<file path="src/rtl/sram_ctrl_pkg.sv">
// Shared types and default geometry for the zero-initialised single-port SRAM controller.
package sram_ctrl_pkg;

  localparam int unsigned SETS_DEFAULT  = 256;
  localparam int unsigned WIDTH_DEFAULT = 13;

  typedef enum logic {
    INIT = 1'b0,
    IDLE = 1'b1
  } init_state_e;

endpackage

</file>
<file path="src/rtl/sram_init_seq.sv">
// Clear sequencer: walks every entry once after reset, then hands the port over.
//
// state | meaning
// INIT  | writing zero to entry `count`, one entry per cycle
// IDLE  | clear finished, port open to read/write requests
module sram_init_seq
  import sram_ctrl_pkg::*;
#(
  parameter int unsigned SETS         = SETS_DEFAULT,
  parameter bit          SHOULD_RESET = 1'b1,
  localparam int unsigned AW          = $clog2(SETS)
) (
  input  logic          clock,
  input  logic          reset,
  output logic          init_busy,
  output logic [AW-1:0] init_addr,
  output logic          init_done
);

  init_state_e   state, state_nxt;
  logic [AW-1:0] count, count_nxt;
  logic          count_last;

  assign count_last = (count == AW'(SETS - 1));

  // state and clear-address registers
  always_ff @(posedge clock or posedge reset) begin
    if (reset) begin
      state <= SHOULD_RESET ? INIT : IDLE;
      count <= '0;
    end else begin
      state <= state_nxt;
      count <= count_nxt;
    end
  end

  // advance through the entries; counter parks on the last entry instead of wrapping
  always_comb begin
    state_nxt = state;
    count_nxt = count;
    if (state == INIT) begin
      if (count_last) state_nxt = IDLE;
      else            count_nxt = count + 1'b1;
    end
  end

  assign init_busy = (state == INIT);
  assign init_addr = count;
  assign init_done = (state == IDLE);

endmodule

</file>
<file path="src/rtl/sram_ctrl_256x13.sv">
// Request-side controller for a single-port SRAM macro with registered read:
// clears the array after reset, arbitrates write-over-read, and returns held read data.
module sram_ctrl_256x13
  import sram_ctrl_pkg::*;
#(
  parameter int unsigned SETS         = SETS_DEFAULT,
  parameter int unsigned WIDTH        = WIDTH_DEFAULT,
  parameter bit          SHOULD_RESET = 1'b1,
  parameter bit          HOLD_READ    = 1'b1,
  localparam int unsigned AW          = $clog2(SETS)
) (
  input  logic             clock,
  input  logic             reset,
  input  logic             r_req_valid,
  output logic             r_req_ready,
  input  logic [AW-1:0]    r_req_setIdx,
  output logic             r_resp_valid,
  output logic [WIDTH-1:0] r_resp_data,
  input  logic             w_req_valid,
  output logic             w_req_ready,
  input  logic [AW-1:0]    w_req_setIdx,
  input  logic [WIDTH-1:0] w_req_data,
  output logic             init_done,
  output logic [AW-1:0]    sram_addr,
  output logic             sram_en,
  output logic             sram_wmode,
  output logic [WIDTH-1:0] sram_wdata,
  input  logic [WIDTH-1:0] sram_rdata
);

  logic          init_busy;
  logic          seq_done;
  logic [AW-1:0] init_addr;
  logic          port_open;
  logic          w_fire;
  logic          r_fire;
  logic          resp_pending;
  logic [WIDTH-1:0] hold_q;

  sram_init_seq #(
    .SETS         (SETS),
    .SHOULD_RESET (SHOULD_RESET)
  ) u_init_seq (
    .clock     (clock),
    .reset     (reset),
    .init_busy (init_busy),
    .init_addr (init_addr),
    .init_done (seq_done)
  );

  // reset is folded in so nothing reaches the macro or the requesters while it is held
  assign port_open   = seq_done & ~reset;
  assign init_done   = port_open;
  assign w_req_ready = port_open;
  assign r_req_ready = port_open & ~w_req_valid;
  assign w_fire      = w_req_valid & w_req_ready;
  assign r_fire      = r_req_valid & r_req_ready;

  // macro port mux: clear sequence, then write, then read
  always_comb begin
    sram_en    = 1'b0;
    sram_wmode = 1'b0;
    sram_addr  = r_req_setIdx;
    sram_wdata = w_req_data;
    if (init_busy) begin
      sram_en    = ~reset;
      sram_wmode = 1'b1;
      sram_addr  = init_addr;
      sram_wdata = '0;
    end else if (w_fire) begin
      sram_en    = 1'b1;
      sram_wmode = 1'b1;
      sram_addr  = w_req_setIdx;
    end else if (r_fire) begin
      sram_en    = 1'b1;
      sram_wmode = 1'b0;
      sram_addr  = r_req_setIdx;
    end
  end

  // response flag: macro data is valid the cycle after a read enable
  always_ff @(posedge clock or posedge reset) begin
    if (reset) resp_pending <= 1'b0;
    else       resp_pending <= r_fire;
  end

  // remember the last returned word so the output survives idle cycles and writes
  always_ff @(posedge clock or posedge reset) begin
    if (reset)             hold_q <= '0;
    else if (resp_pending) hold_q <= sram_rdata;
  end

  assign r_resp_valid = resp_pending;

  generate
    if (HOLD_READ) begin : g_hold
      assign r_resp_data = resp_pending ? sram_rdata : hold_q;
    end else begin : g_raw
      assign r_resp_data = sram_rdata;
    end
  endgenerate

endmodule

</file>
<file path="config.mk">
export PLATFORM = sky130hd
export DESIGN_NAME = sram_ctrl_256x13
export DESIGN_NICKNAME = d
export VERILOG_FILES = /design/src/rtl/sram_ctrl_pkg.sv /design/src/rtl/sram_init_seq.sv /design/src/rtl/sram_ctrl_256x13.sv
export SDC_FILE = /design/constraint.sdc
export NUM_CORES = 1
export LEC_CHECK = 0
export CAP_MARGIN = 5
export CORE_MARGIN = 1.5
export CORE_UTILIZATION = 32
export DETAILED_ROUTE_END_ITERATION = 10
export PLACE_DENSITY = 0.77
export REMOVE_ABC_BUFFERS = 1
export SYNTH_ARGS = -nofsm -noshare
export SYNTH_HDL_FRONTEND = slang
export SYNTH_SLANG_ARGS = --single-unit
</file>
<file path="constraint.sdc">
create_clock -name clock -period 1.54 [get_ports clock]
set_clock_uncertainty 0.2 [all_clocks]
set_input_delay 0.385 -clock clock [delete_from_list [all_inputs] [get_ports clock]]
set_output_delay 0.385 -clock clock [all_outputs]
set_load 0.01 [all_outputs]
</file>
After elaboration in Yosys (flattened, before gate mapping):

Index checks and enable logic that the tools add are counted.

* register bits: 23
* bits of input ports: 46
* output and inout bits: 40

* $add $sub $neg: 1
* eq/ne operators: 1
* mux-type cells: 11
* bitwise logic cells: 8
* reductions and logical operators: 1

Operators with widths (count)
* 2-to-1 mux 13 bit: 2
* 2-to-1 mux 8 bit: 2
* adder 8 x 1 -> 8 bit, second input constant: 1
* == test 8 bit, second input constant: 1
* 2-to-1 mux 1 bit: 7
* AND 1 bit: 4
* NOT 1 bit: 4
* AND reduction 2 bit: 1

Depth between registers and ports, before layout:

Gate-level depths: netlist of run 1.

* word-level depth: 7
* depth in mapped cells: 4
* depth with buffers taken out: 4

Cells and area by module:

A second synthesis of run 1 with hierarchy kept.

* cell total of the unflattened synthesis: 117
* area, all modules: 1298.7 um2

Modules (own cells, without submodules)
* sram_ctrl_256x13: instances 1, cells an instance 79, area each 840.8 um2
* sram_init_seq: instances 1, cells an instance 38, area each 457.9 um2

Worst setup path before layout of run 1:

Ideal clock, no wire load.

* path type: reg2out
* start point: register u_init_seq.state, in the netlist u_init_seq.init_done
* end point: output port sram_addr[0]
* data arrival time: 1221 ps
* required time: 955 ps
* slack: -266 ps
* stages on the path, launching flop included: 4
* path buffers: 0
* cell sequence: dfrtp_1 -> nor2b_1 -> and2_1 -> a221o_1

* longest elaborated chain between the ends: 4

RTL lines
* start: declaration: line sram_init_seq.sv:20 `init_state_e state, state_nxt;`
* start signal: assignment: line sram_init_seq.sv:29 `state <= SHOULD_RESET ? INIT : IDLE;`
* start signal: assignment: line sram_init_seq.sv:32 `state <= state_nxt;`
* AND 1 bit: line sram_ctrl_256x13.sv:52 `assign port_open = seq_done & ~reset;`
* via init_done: line sram_ctrl_256x13.sv:23 `output logic init_done,`
* AND 1 bit: line sram_ctrl_256x13.sv:56 `assign w_fire = w_req_valid & w_req_ready;`
* 2-to-1 mux 8 bit: line sram_ctrl_256x13.sv:70 `end else if (w_fire) begin`
* 2-to-1 mux 8 bit: line sram_ctrl_256x13.sv:65 `if (init_busy) begin`
* end: declaration: line sram_ctrl_256x13.sv:24 `output logic [AW-1:0] sram_addr,`

The timed path passes the listed nets, and every way through them passes these cells.

Worst setup path after layout of run 1:

* start point: register u_init_seq.state, in the netlist u_init_seq.init_done
* end point: output port sram_addr[6]

* longest elaborated chain between the ends: 4

RTL lines (line)
* AND 1 bit: sram_ctrl_256x13.sv:52
* AND 1 bit: sram_ctrl_256x13.sv:56
* 2-to-1 mux 8 bit: sram_ctrl_256x13.sv:70
* 2-to-1 mux 8 bit (*): sram_ctrl_256x13.sv:65

Every way passes the cells marked *; elsewhere a longest branch is shown, timed or not.

==> impl_metrics.env, run 1 <==
export IMPL_cts_root_buffer="clkbuf_8"
export IMPL_io_pins=86
export IMPL_n_antenna_cell=0
export IMPL_setup_viol=49
export IMPL_grt_use_total_pct=21.31
export IMPL_ys_ff_latch=23
export IMPL_async_reset_ff_share_pct=100.0
export IMPL_criticalPathCategory="register to output pin"
export IMPL_yosysTopAreaCell="dfrtp_1"
export IMPL_crit_family="flip-flops"
export IMPL_drc_errors=0
export IMPL_syn_avg_cell_area_um2=11.19
export IMPL_cpMaxStageDelayCell="dfrtp_2"
export IMPL_fin_nets=290
export IMPL_die_area_um2=4302
export IMPL_dpl_worst_slack_ns=-1.130
export IMPL_slowest_delay_ns=0.42
export IMPL_antenna_found_initial=0
export IMPL_fin_area_um2=2778
export IMPL_synth_ff_type="dfrtp_1"
export IMPL_finalCritPeriodShare_pct=134.8
export IMPL_synthCells=112
export IMPL_tightest_slew_ns=0.2793
export IMPL_clk_path_buf_depth=2
export IMPL_htreeDepth=1
export IMPL_grt_max_degree=24
export IMPL_regArea_um2=576.8
export IMPL_synth_cell_types=28
export IMPL_vdd_ir_drop_max_uv=446.5
export IMPL_end_kind="output pin"
export IMPL_p_leak_nw=1.345
export IMPL_yosysWarnings=0
export IMPL_synthesis_area_um2=1254
export IMPL_critPathRequiredTime_ns=0.95
export IMPL_drt_total_wl_um=5277
export IMPL_timing_rr_end="u_init_seq.init_addr[5]$_DFFE_PP0P_"
export IMPL_place_congestion=0.7666
export IMPL_wire_per_inst_um=18.20
export IMPL_numPortBuffers=85
export IMPL_path_buf_inv=2
export IMPL_critPathLaunchType="register"
export IMPL_crit_fanout=4
export IMPL_yosysSeqAreaShare_pct=45.91
export IMPL_drt_iter0_markers=46
export IMPL_final_layout_size_suffix_gt1_share_pct=57.85
export IMPL_synth_edf_count=0
export IMPL_fmax_ghz=0.4817
export IMPL_r2r_cells=7
export IMPL_violations="setup timing"
export IMPL_rsz0062_at_grt="true"
export IMPL_clkTransAtPathRegs_ns=0.09
export IMPL_synth_area_top_cells="dfrtp_1 (46%), mux2_2 (12%), and2_1 (7.5%)"
export IMPL_final_hold_violation_count=0
export IMPL_status="finished with violations"
export IMPL_core_area_um2=3716
export IMPL_placed_area_um2=2320
export IMPL_start_util_pct=33.74
export IMPL_die_h_um=65.59
export IMPL_reg2reg_slack_ns=-0.35
export IMPL_multi_input_area_um2=802.0
export IMPL_worstPathArrival_ns=1.49
export IMPL_synth_top_cell_area_share_pct=45.91
export IMPL_cts_hold_buf=0
export IMPL_dp_hpwl_um=3117
export IMPL_syn_to_final_growth_pct=121.6
export IMPL_layout_setup_ws_ns=-0.5360
export IMPL_slew_violations=0
export IMPL_postRouteAntennaNets=0
export IMPL_power_density_nw_per_um2=410.4
export IMPL_clkLatencyLatePin_ns=0.27
export IMPL_fillCellCount=233
export IMPL_die_w_um=65.59
export IMPL_vias=1405
export IMPL_maxCapViolCount=0
export IMPL_r2r_start="u_init_seq.init_done$_DFF_PP0_"
export IMPL_hp_class="primary input to asynchronous set/reset pin"
export IMPL_vias_per_cell=4.845
export IMPL_period_minus_slack_ns=2.076
export IMPL_cts_sink_count=23
export IMPL_first_global_vias=1477
export IMPL_rows=22
export IMPL_grt_pass1_wl_um=7003
export IMPL_path_cells="buf_6 -> nand3b_4 -> and2_4 -> a221o_1 -> buf_2"
export IMPL_first_pass_iters=4
export IMPL_slew_headroom_pct=81.38
export IMPL_cts_tree="built"
export IMPL_cts_inserted_buffers=3
export IMPL_grt_ovfl_total=0
state kept, by name, summed over array words and instances, names as in the netlist:
signal                flops
u_init_seq.init_done      1
r_resp_valid              1
u_init_seq.init_addr      8
hold_q                   13
metal layers:
layer / share of wire, % / vias to the layer above / global-route usage [%]
met5: 0 / - / 0
met4: 1.5 / 0 / 4.167
met3: 3.6 / 8 / 3.938
met2: 57 / 47 / 44.90
met1: 38 / 697 / 21.05
li1: - / 653 / -
cell families (layout without fill, tap and decap cells):
family	Yosys count	after routing	synth area share, %
multiplexers	21	21	18.46
AND/OR/NAND/NOR	39	39	19.56
buffers and inverters	9	139	3.393
AO/OA/AOI/OAI	17	17	10.28
adder cells (fa/ha/maj)	1	1	0.9978
XOR/XNOR	2	2	1.397
flip-flops	23	23	45.91
placed cells by master, fill, tap and decap left out, types with 5 or more instances in the layout:
cell type	instances
clkdlybuf4s50_1	42
buf_6	46
buf_2	10
mux2_4	14
mux2i_1	6
buf_4	27
and2_4	14
a21oi_2	5
nor2_1	9
a21oi_1	5
dfrtp_1	22
cells in the mapped netlist (2+ instances only):
library cell,n
a211oi_1,2
a21oi_1,10
a221o_1,3
and2_1,15
buf_2,4
dfrtp_1,23
inv_1,3
mux2_2,13
mux2i_1,7
nor2_1,9
nor2b_1,5
xor2_1,2
what timing repair did:
item / CTS / global route
gates cloned: 2 / 0
hold endpoints to repair: 0 / 0
endpoints found under the setup margin: 47 / 50
setup buffers: 19 / 9
pin swaps: 10 / 8
resized for setup: 231 / 35
worst reg2reg max path, delay by kind of cell, from the launching register on:
kind	cells	cell delay, ns
and+or+nand+nor	1	0.23
xor gates and xnor gates	1	0.19
DFF	1	0.45
AOI/OAI and AO/OA	1	0.19
buffers and inverters	4	0.56
power breakdown:
part	internal [mW]	switching, mW
clock network	0.181	0.201
logic	0.110	0.0456
registers	0.603	0
cell type report:
type | instances | area share [%]
repair buffers | 131 | 45.99
multi-input cells | 80 | 28.87
flip-flops and latches | 23 | 20.77
well taps | 48 | 2.162
clock buffers | 3 | 1.486
inverters | 4 | 0.5405
clock inverters | 1 | 0.1802
worst max-delay path by stage:
| stage | from | endpoint | slack (ns) | cells past startpoint |
|---|---|---|---|---|
| detailed placement | w_req_valid | sram_addr[5] | -1.13 | 6 |
| global placement | w_req_valid | sram_addr[2] | -1.05 | 6 |
| floorplan | u_init_seq.init_done$_DFF_PP0_ | sram_addr[0] | -0.70 | 3 |
| finish | u_init_seq.init_done$_DFF_PP0_ | sram_addr[6] | -0.54 | 5 |
| CTS | u_init_seq.init_done$_DFF_PP0_ | sram_addr[3] | -0.55 | 4 |
| global route | u_init_seq.init_done$_DFF_PP0_ | sram_addr[5] | -0.58 | 6 |
per-stage QoR:
step	cells	TNS [ns]	utilization (%)	hold slack, ns	power, mW
global route	290	-18.15	74.75	0.02651	1.195
global placement	261	-27.85	62.42	0.2796	0.7578
finish	290	-16.09	74.75	0.02286	1.140
CTS	286	-16.97	71.41	0.1960	1.129
detailed placement	261	-29.02	62.42	0.2896	0.7613
floorplan	107	-8.573	-	0.1869	0.6320
(Power assumes the default switching activity.)
==> inputs of run 2 (changes only) <==
CELL_PAD_IN_SITES_DETAIL_PLACEMENT = 1   (was default)
CELL_PAD_IN_SITES_GLOBAL_PLACEMENT = 2   (was default)
CORE_UTILIZATION = 17   (was 32)
PLACE_DENSITY = default   (was 0.77)
PLACE_DENSITY_LB_ADDON = 0.1   (was default)
==> impl_metrics.env, run 2 (same netlist as run 1, synthesis figures left out) <==
export IMPL_status="finished with violations"
export IMPL_violations="setup timing"
export IMPL_end_kind="output pin"
export IMPL_io_pins=86
export IMPL_die_w_um=88.88
export IMPL_pwr_share_comb_pct=13.2
export IMPL_critPathRequiredTime_ns=0.95
export IMPL_switchingPower_uw=243.1
export IMPL_cts_sink_count=23
export IMPL_dp_hpwl_um=3616
export IMPL_slew_headroom_pct=82.27
export IMPL_drc_errors=0
export IMPL_vias_per_cell=3.976
export IMPL_r2r_cells=8
export IMPL_instances_no_fill=338
export IMPL_die_area_um2=7899
export IMPL_crit_fanout=4
export IMPL_grt_max_degree=24
export IMPL_maxCapViolCount=0
export IMPL_p_clk_share_pct=33.8
export IMPL_grt_use_total_pct=11.84
export IMPL_setup_viol=49
export IMPL_final_common_cell="clkdlybuf4s50_1"
export IMPL_cts_tree="built"
export IMPL_drt_total_wl_um=4907
export IMPL_top_register="hold_q"
export IMPL_die_h_um=88.88
export IMPL_swShare_pct=21.34
export IMPL_fin_util_pct=39.08
export IMPL_rsz0062_at_grt="true"
export IMPL_core_area_um2=7176
export IMPL_numPortBuffers=85
export IMPL_p_leak_nw=1.333
export IMPL_first_pass_iters=2
export IMPL_rows=31
export IMPL_worstPathArrival_ns=1.51
export IMPL_start_util_pct=17.47
export IMPL_power_density_nw_per_um2=406.3
export IMPL_final_hold_violation_count=0
export IMPL_place_congestion=0.7311
export IMPL_slew_violations=0
export IMPL_clkLatencyLatePin_ns=0.27
export IMPL_use_met1_pct=13.86
export IMPL_use_met2_pct=22.87
export IMPL_largest_register_ff_count=13
export IMPL_period_minus_slack_ns=2.096
export IMPL_syn_to_final_growth_pct=123.7
export IMPL_final_cell_mix="clkdlybuf4s50_1 (43), buf_6 (41), dfrtp_1 (21), buf_4 (21), buf_2 (16)"
export IMPL_busiest_layer="met2"
export IMPL_drt_iter0_markers=11
export IMPL_fmax_ghz=0.4770
export IMPL_cts_inserted_buffers=3
export IMPL_p_seq_share_pct=52.9
export IMPL_wire_per_inst_um=14.52
export IMPL_clkTransAtPathRegs_ns=0.08
export IMPL_cp_startpoint="u_init_seq.init_done$_DFF_PP0_"
export IMPL_fin_hold_ws_ns=0.2724
export IMPL_htreeDepth=1
export IMPL_clk_path_buf_depth=2
export IMPL_critPathLaunchType="register"
export IMPL_reg2reg_slack_ns=-0.40
export IMPL_antenna_found_initial=0
export IMPL_use_met3_pct=2.519
export IMPL_r2r_start="u_init_seq.init_done$_DFF_PP0_"
export IMPL_timing_rr_end="u_init_seq.init_addr[5]$_DFFE_PP0P_"
export IMPL_vias=1344
export IMPL_place_inst=313
export IMPL_cts_root_buffer="clkbuf_8"
export IMPL_final_layout_size_suffix_gt1_share_pct=54.39
export IMPL_finalCritPeriodShare_pct=136.1
export IMPL_hp_class="primary input to asynchronous set/reset pin"
export IMPL_grt_pass1_wl_um=7176
export IMPL_vdd_ir_drop_max_uv=237.3
export IMPL_criticalPathCategory="register to output pin"
export IMPL_postRouteAntennaNets=0
export IMPL_first_global_vias=1471
export IMPL_grt_ovfl_total=0
export IMPL_fin_nets=287
export IMPL_n_antenna_cell=0
export IMPL_internal_power_uw=896.1
export IMPL_tightest_slew_ns=0.2660
export IMPL_layout_setup_ws_ns=-0.5563
==> run 2: cell count changes in the layout (fill, tap and decap cells not counted), sizes merged <==
cell           previous run  this run
buf                      86        82
clkdlybuf4s15             1         0
clkdlybuf4s50            42        43
dlygate4sd2               1         2
==> run 2: worst max-delay path by stage <==
stage                         to  slack [ns]  cells past startpoint
finish              sram_addr[0]       -0.56                      5
global placement    sram_addr[0]       -1.10                      5
floorplan           sram_addr[0]       -0.70                      3
CTS                 sram_addr[6]       -0.56                      5
detailed placement  sram_addr[6]       -1.13                      5
global route        sram_addr[0]       -0.64                      5
==> run 2: power by group through the flow <==
stage          clock, mW  sequential [mW]  combinational (mW)
2_1_floorplan          0            0.615              0.0166
3_3_place_gp           0            0.615               0.148
3_5_place_dp           0            0.615               0.151
4_1_cts            0.413            0.603               0.151
5_1_grt            0.439            0.603               0.162
6_report           0.385            0.603               0.151
==> run 2: layer usage <==
layer  share of wire [%]  routed length [um]
met5                   0                   0
met4                0.24                  12
met3                 3.1                 151
met2                  56                2759
met1                  40                1983
==> run 2: what timing repair did <==
action,in CTS,in global routing
setup endpoints to repair,49,49
gates cloned,1,0
pin swaps,6,4
buffers inserted,13,7
gates resized for setup,207,42
hold buffers,0,0
==> run 2: metrics by stage <==
| stage | setup TNS [ns] | worst slack [ns] | instance area, um2 | power [mW] |
|---|---|---|---|---|
| floorplan | -8.573 | -0.7042 | 1226 | 0.6320 |
| global placement | -28.05 | -1.101 | 2391 | 0.7632 |
| detailed placement | -28.95 | -1.128 | 2391 | 0.7661 |
| CTS | -18.04 | -0.5600 | 2570 | 1.168 |
| global route | -19.99 | -0.6370 | 2804 | 1.205 |
| finish | -16.83 | -0.5563 | 2804 | 1.139 |
==> run 2: cell type report <==
cell class / instances / area, um2
multi-input combinational: 80 / 793.3
fill: 794 / 4372
clock buffer: 3 / 41.29
clock inverter: 1 / 5.005
tap: 99 / 123.9
inverter: 4 / 15.01
timing repair buffer: 128 / 1247
sequential: 23 / 578.1
==> run 2: critical path, cell delays in order (launching register included) <==
cell	delay (ns)
dfrtp_2	0.42
buf_6	0.12
nand3b_4	0.09
and2_4	0.17
a221o_1	0.30
buf_2	0.14
==> edit 1, RTL diff (flow settings as in run 2) <==
The parameter `HOLD_READ` goes from 1'b1 to 1'b0.
--- a/src/rtl/sram_ctrl_256x13.sv
+++ b/src/rtl/sram_ctrl_256x13.sv
@@ -8,3 +8,3 @@
   parameter bit          SHOULD_RESET = 1'b1,
-  parameter bit          HOLD_READ    = 1'b1,
+  parameter bit          HOLD_READ    = 1'b0,
   localparam int unsigned AW          = $clog2(SETS)
Behaviour: not the same (Yosys sat finds a counterexample within 4 cycles, from zero or initial values and one cycle with reset high).
==> edit 1 against run 2 <==
The flow still finishes with violations (negative setup slack); area after synthesis shrank 29%; routed wire length is 20% lower; critical path depth shrank 1; combinational power fell by 32%; final cell count is 28% lower; final area decreased by 34%; setup slack got worse by 0.035 ns; power decreased by 43%; sequential cell count decreased by 13; non-clock buffer count down 34; via count fell by 23%; critical path type unchanged; largest power group is now the clock network; highest routed layer unchanged.
==> edit 1: results (changes against run 2) <==
| Metric | Value |
|---|---|
| Syn_area_per_cell | 8.91 sq um (-20%) |
| Fill count | 588 (-26%) |
| First-pass GRT wire length | 5930 microns (-17%) |
| R2R setup slack | -0.28 ns (+0.12 ns) |
| Clock Pin Slew Worst Setup and Hold Paths | 0.05 ns (-0.03 ns) |
| Detail Placement HPWL | 2840 microns (-21%) |
| Wl on met1 | 1690 microns (-15%) |
| Post-cts sizing count | 144 (-30%) |
| Final layout net count | 224 (-22%) |
| Slew @ Worst Pin | 0.322 ns (+0.0561 ns) |
| Worst r2r path cells | 6 (-2) |
| Gp weighted congestion | 0.745 (+1.8%) |
| Lkg Pwr | 0.881 nW (-34%) |
| CP Max Fanout | 6 (+2) |
| Synth top area cells | dfrtp_1 (28%), buf_4 (13%), and2_1 (9.8%), a221o_1 (9.0%), and3_1 (5.6%) |
| Status | finished, violations left |
| Setup violators final | 32 (-35%) |
| Grt met2 use | 0.233 (+0.00429) |
| Reg-to-reg endpoint | u_init_seq.init_addr[6] |
| Initial drt markers | 13 (+2) |
| Met2 wire len | 1950 microns (-30%) |
| Comb pwr share | 0.159 (+0.027) |
| Met3 Usage GRT | 0.0476 (+0.0224) |
| Violated checks | negative setup slack |
| Largest net degree at the start of global routing | 11 (-54%) |
| Grt met1 use | 0.173 (+0.0341) |
| Share of cells above drive strength 1 | 0.554 (+0.0104) |
| Flop pwr share | 0.405 (-0.124) |
| Setup ws final | -0.591 ns (-0.0345 ns) |
| DR WL/cell | 16.1 microns (+11%) |
==> edit 1: cell count changes after synthesis, sizes merged, moves of 3 or more <==
cell and delta:
buf +15, dfrtp -13, mux2 -12, and3 +8
a21oi -6, mux2i -6, a221o +5, a31oi +4
nor2b -4, nor2 -3
==> edit 1: cell families after synthesis <==
logic type                 after synthesis  share of synthesized area
AOI/OAI and AO/OA                       21                      0.197
xor gates and xnor gates                 1                    0.00983
adders and majority gates                1                     0.0140
buffers and inverters                   26                      0.194
DFF                                     10                      0.281
muxes                                    3                     0.0407
and+or+nand+nor                         38                      0.264
==> edit 1: how the worst max path moves through the flow <==
stage / endpoint / cells past startpoint / slack, ns / start
after global routing: sram_addr[3] / 5 / -0.65 / u_init_seq.init_done
after floorplan: sram_addr[0] / 3 / -0.43 / u_init_seq.init_done
after CTS: sram_addr[4] / 5 / -0.58 / u_init_seq.init_done
final: sram_addr[7] / 4 / -0.59 / u_init_seq.init_done
after detailed placement: sram_addr[5] / 5 / -1.17 / reset
after global placement: sram_addr[0] / 5 / -1.14 / w_req_valid
==> edit 1: layout make-up <==
cell class                 count  area [sq um]  area share
sequential                    10           251       0.135
clock buffer                   3          41.3      0.0222
tap                           70          87.6      0.0470
timing repair buffer          94           890       0.478
multi-input combinational     64           576       0.309
inverter                       4          17.5     0.00940
==> edit 1: metrics by stage <==
stage	hold WS, ns	power (mW)	cell area (sq um)	TNS [ns]	setup slack [ns]
2_1_floorplan	0.0252	0.275	733	-4.55	-0.432
6_report	0.194	0.649	1860	-12.23	-0.591
5_1_grt	0.224	0.675	1860	-13.89	-0.646
4_1_cts	0.204	0.652	1710	-12.04	-0.583
3_3_place_gp	0.347	0.367	1580	-20.57	-1.14
3_5_place_dp	0.350	0.369	1580	-21.25	-1.17
==> edit 2, RTL diff (flow settings as in run 2) <==
Without the edit above. Reset style: synchronous (`reset`), changed in 3 clocked blocks.
--- a/src/rtl/sram_init_seq.sv
+++ b/src/rtl/sram_init_seq.sv
@@ -26,3 +26,3 @@
   // state and clear-address registers
-  always_ff @(posedge clock or posedge reset) begin
+  always_ff @(posedge clock) begin
     if (reset) begin
--- a/src/rtl/sram_ctrl_256x13.sv
+++ b/src/rtl/sram_ctrl_256x13.sv
@@ -81,3 +81,3 @@
   // response flag: macro data is valid the cycle after a read enable
-  always_ff @(posedge clock or posedge reset) begin
+  always_ff @(posedge clock) begin
     if (reset) resp_pending <= 1'b0;
@@ -87,3 +87,3 @@
   // remember the last returned word so the output survives idle cycles and writes
-  always_ff @(posedge clock or posedge reset) begin
+  always_ff @(posedge clock) begin
     if (reset)             hold_q <= '0;
Behaviour: differs if reset is asserted again (counterexample within 4 cycles, from zero or initial values and one cycle with reset high); with reset held inactive, the same outputs for 10 cycles.
==> edit 2 against run 2 <==
The run still ends with negative setup slack left; routed wire length increased by 5.0%; sequential cell count unchanged; power increased by 7.0%; setup slack about the same; worst hold slack better by 0.066 ns; final area is 4.5% higher; final cell count up 9.2%; area after synthesis increased by 0.40%; largest cell class unchanged.
==> edit 2: results (changes against run 2) <==
| Metric | Value |
|---|---|
| Status | finished, violations left |
| Violated checks | negative setup slack |
| Inst Count DP | 346 (+11%) |
| Post-place instance area | 0.00240 sq mm (+0.26%) |
| Slowest-stage cell, CP | dfxtp_4 |
| FFs w/ async S/R, synth | 0 (-1.00) |
| Tightest Hold Check Type | in -> reg |
| Post-synthesis sequential area ratio | 0.366 (-0.0933) |
| R2R setup slack | -0.20 ns (+0.20 ns) |
| Drt first pass iters | 3 (+1) |
| Synth top area cells | dfxtp_1 (37%), mux2_2 (13%), nor2b_1 (8.0%), and2_1 (7.0%), nor2_1 (3.6%) |
| Initial drt markers | 12 (+1) |
| Number of library cell types mapped by synthesis | 29 (+3.6%) |
| Syn_area_per_cell | 8.56 sq um (-24%) |
| Synth top cells by count | dfxtp_1 (23), nor2b_1 (16), mux2_2 (15) |
| Lkg Pwr | 1.23 nW (-7.5%) |
| Crit-path max cell delay | 0.38 ns (-0.04 ns) |
| Slew @ Worst Pin | 0.253 ns (-0.0127 ns) |
| Crit path max-delay family | buffers and inverters |
| CP Max Fanout | 5 (+1) |
| Final Hold Slack | 0.338 ns (+0.0658 ns) |
| First-pass GRT wire length | 8010 microns (+12%) |
| Largest net degree at the start of global routing | 28 (+17%) |
| Clock Power Share | 0.318 (-0.020) |
| Setup violators final | 46 (-6.1%) |
| Detail Placement HPWL | 3590 microns (-0.85%) |
| Share of cells above drive strength 1 | 0.552 (+0.00792) |
| Gp weighted congestion | 0.638 (-13%) |
| GRT Total Usage | 0.130 (+0.0115) |
| Via count | 1522 (+13%) |
| Pre-CTS setup slack | -1.29 ns (-0.157 ns) |
| Total negative slack | -12.69 ns (+4.15 ns) |
| Vias in the first global route | 1614 (+9.7%) |
| Setup ws final | -0.556 ns (+0.000288 ns) |
| Sw Ratio | 0.239 (+0.0256) |
| Final layout net count | 318 (+11%) |
| VDD IR max | 269 uV (+13%) |
| Comb pwr share | 0.185 (+0.053) |
[edit 2: changes by cell type after synthesis, moves of 5 or more]
cell	run 2	this run
dfrtp_1	23	0
dfxtp_1	0	23
nor2b_1	5	16
nand2_1	1	11
a21oi_1	10	4
mux2i_1	7	1
a31oi_1	1	6
clkbuf_1	0	5
[edit 2: kinds of logic (layout without fill, tap and decap cells)]
kind of cell / count (synthesis) / count (layout) / synth area share
buf+inv: 15 / 137 / 0.0507
mux: 16 / 16 / 0.142
fa+ha+maj: 1 / 1 / 0.00994
simple gates: 74 / 75 / 0.333
flops: 23 / 23 / 0.366
compound gates: 18 / 18 / 0.0984
[edit 2: final timing paths]
check | from | end | cells past startpoint
hold / removal | r_req_valid | r_resp_valid | 2
setup / recovery | u_init_seq.init_done | sram_addr[3] | 5
setup reg to reg | u_init_seq.init_done | u_init_seq.init_addr[7] | 5
hold reg to reg | hold_q[5] | hold_q[5] | 2
[edit 2: area by class of cell]
cell class / count / area (sq um)
Sequential cell: 23 / 470
Timing Repair Buffer: 127 / 1270
Tap cell: 99 / 124
Multi-Input combinational cell: 110 / 991
Fill cell: 850 / 4280
Clock inverter: 1 / 5.00
Inverter: 6 / 26.3
Clock buffer: 3 / 41.3
[edit 2: timing repair]
action,4_1_cts,5_1_grt
buffers inserted,12,6
setup endpoints to repair,48,48
gates cloned,3,0
resized for setup,246,58
pin swaps,13,14
[edit 2: routing by layer]
layer / track usage / routed length, microns / vias to the layer above / share of wire
met5: 0 / 0 / - / 0
met4: 0.0168 / 32 / 0 / 0.0062
met2: 0.236 / 2640 / 42 / 0.51
met3: 0.0369 / 310 / 4 / 0.060
met1: 0.156 / 2170 / 725 / 0.42
li1: - / - / 751 / -
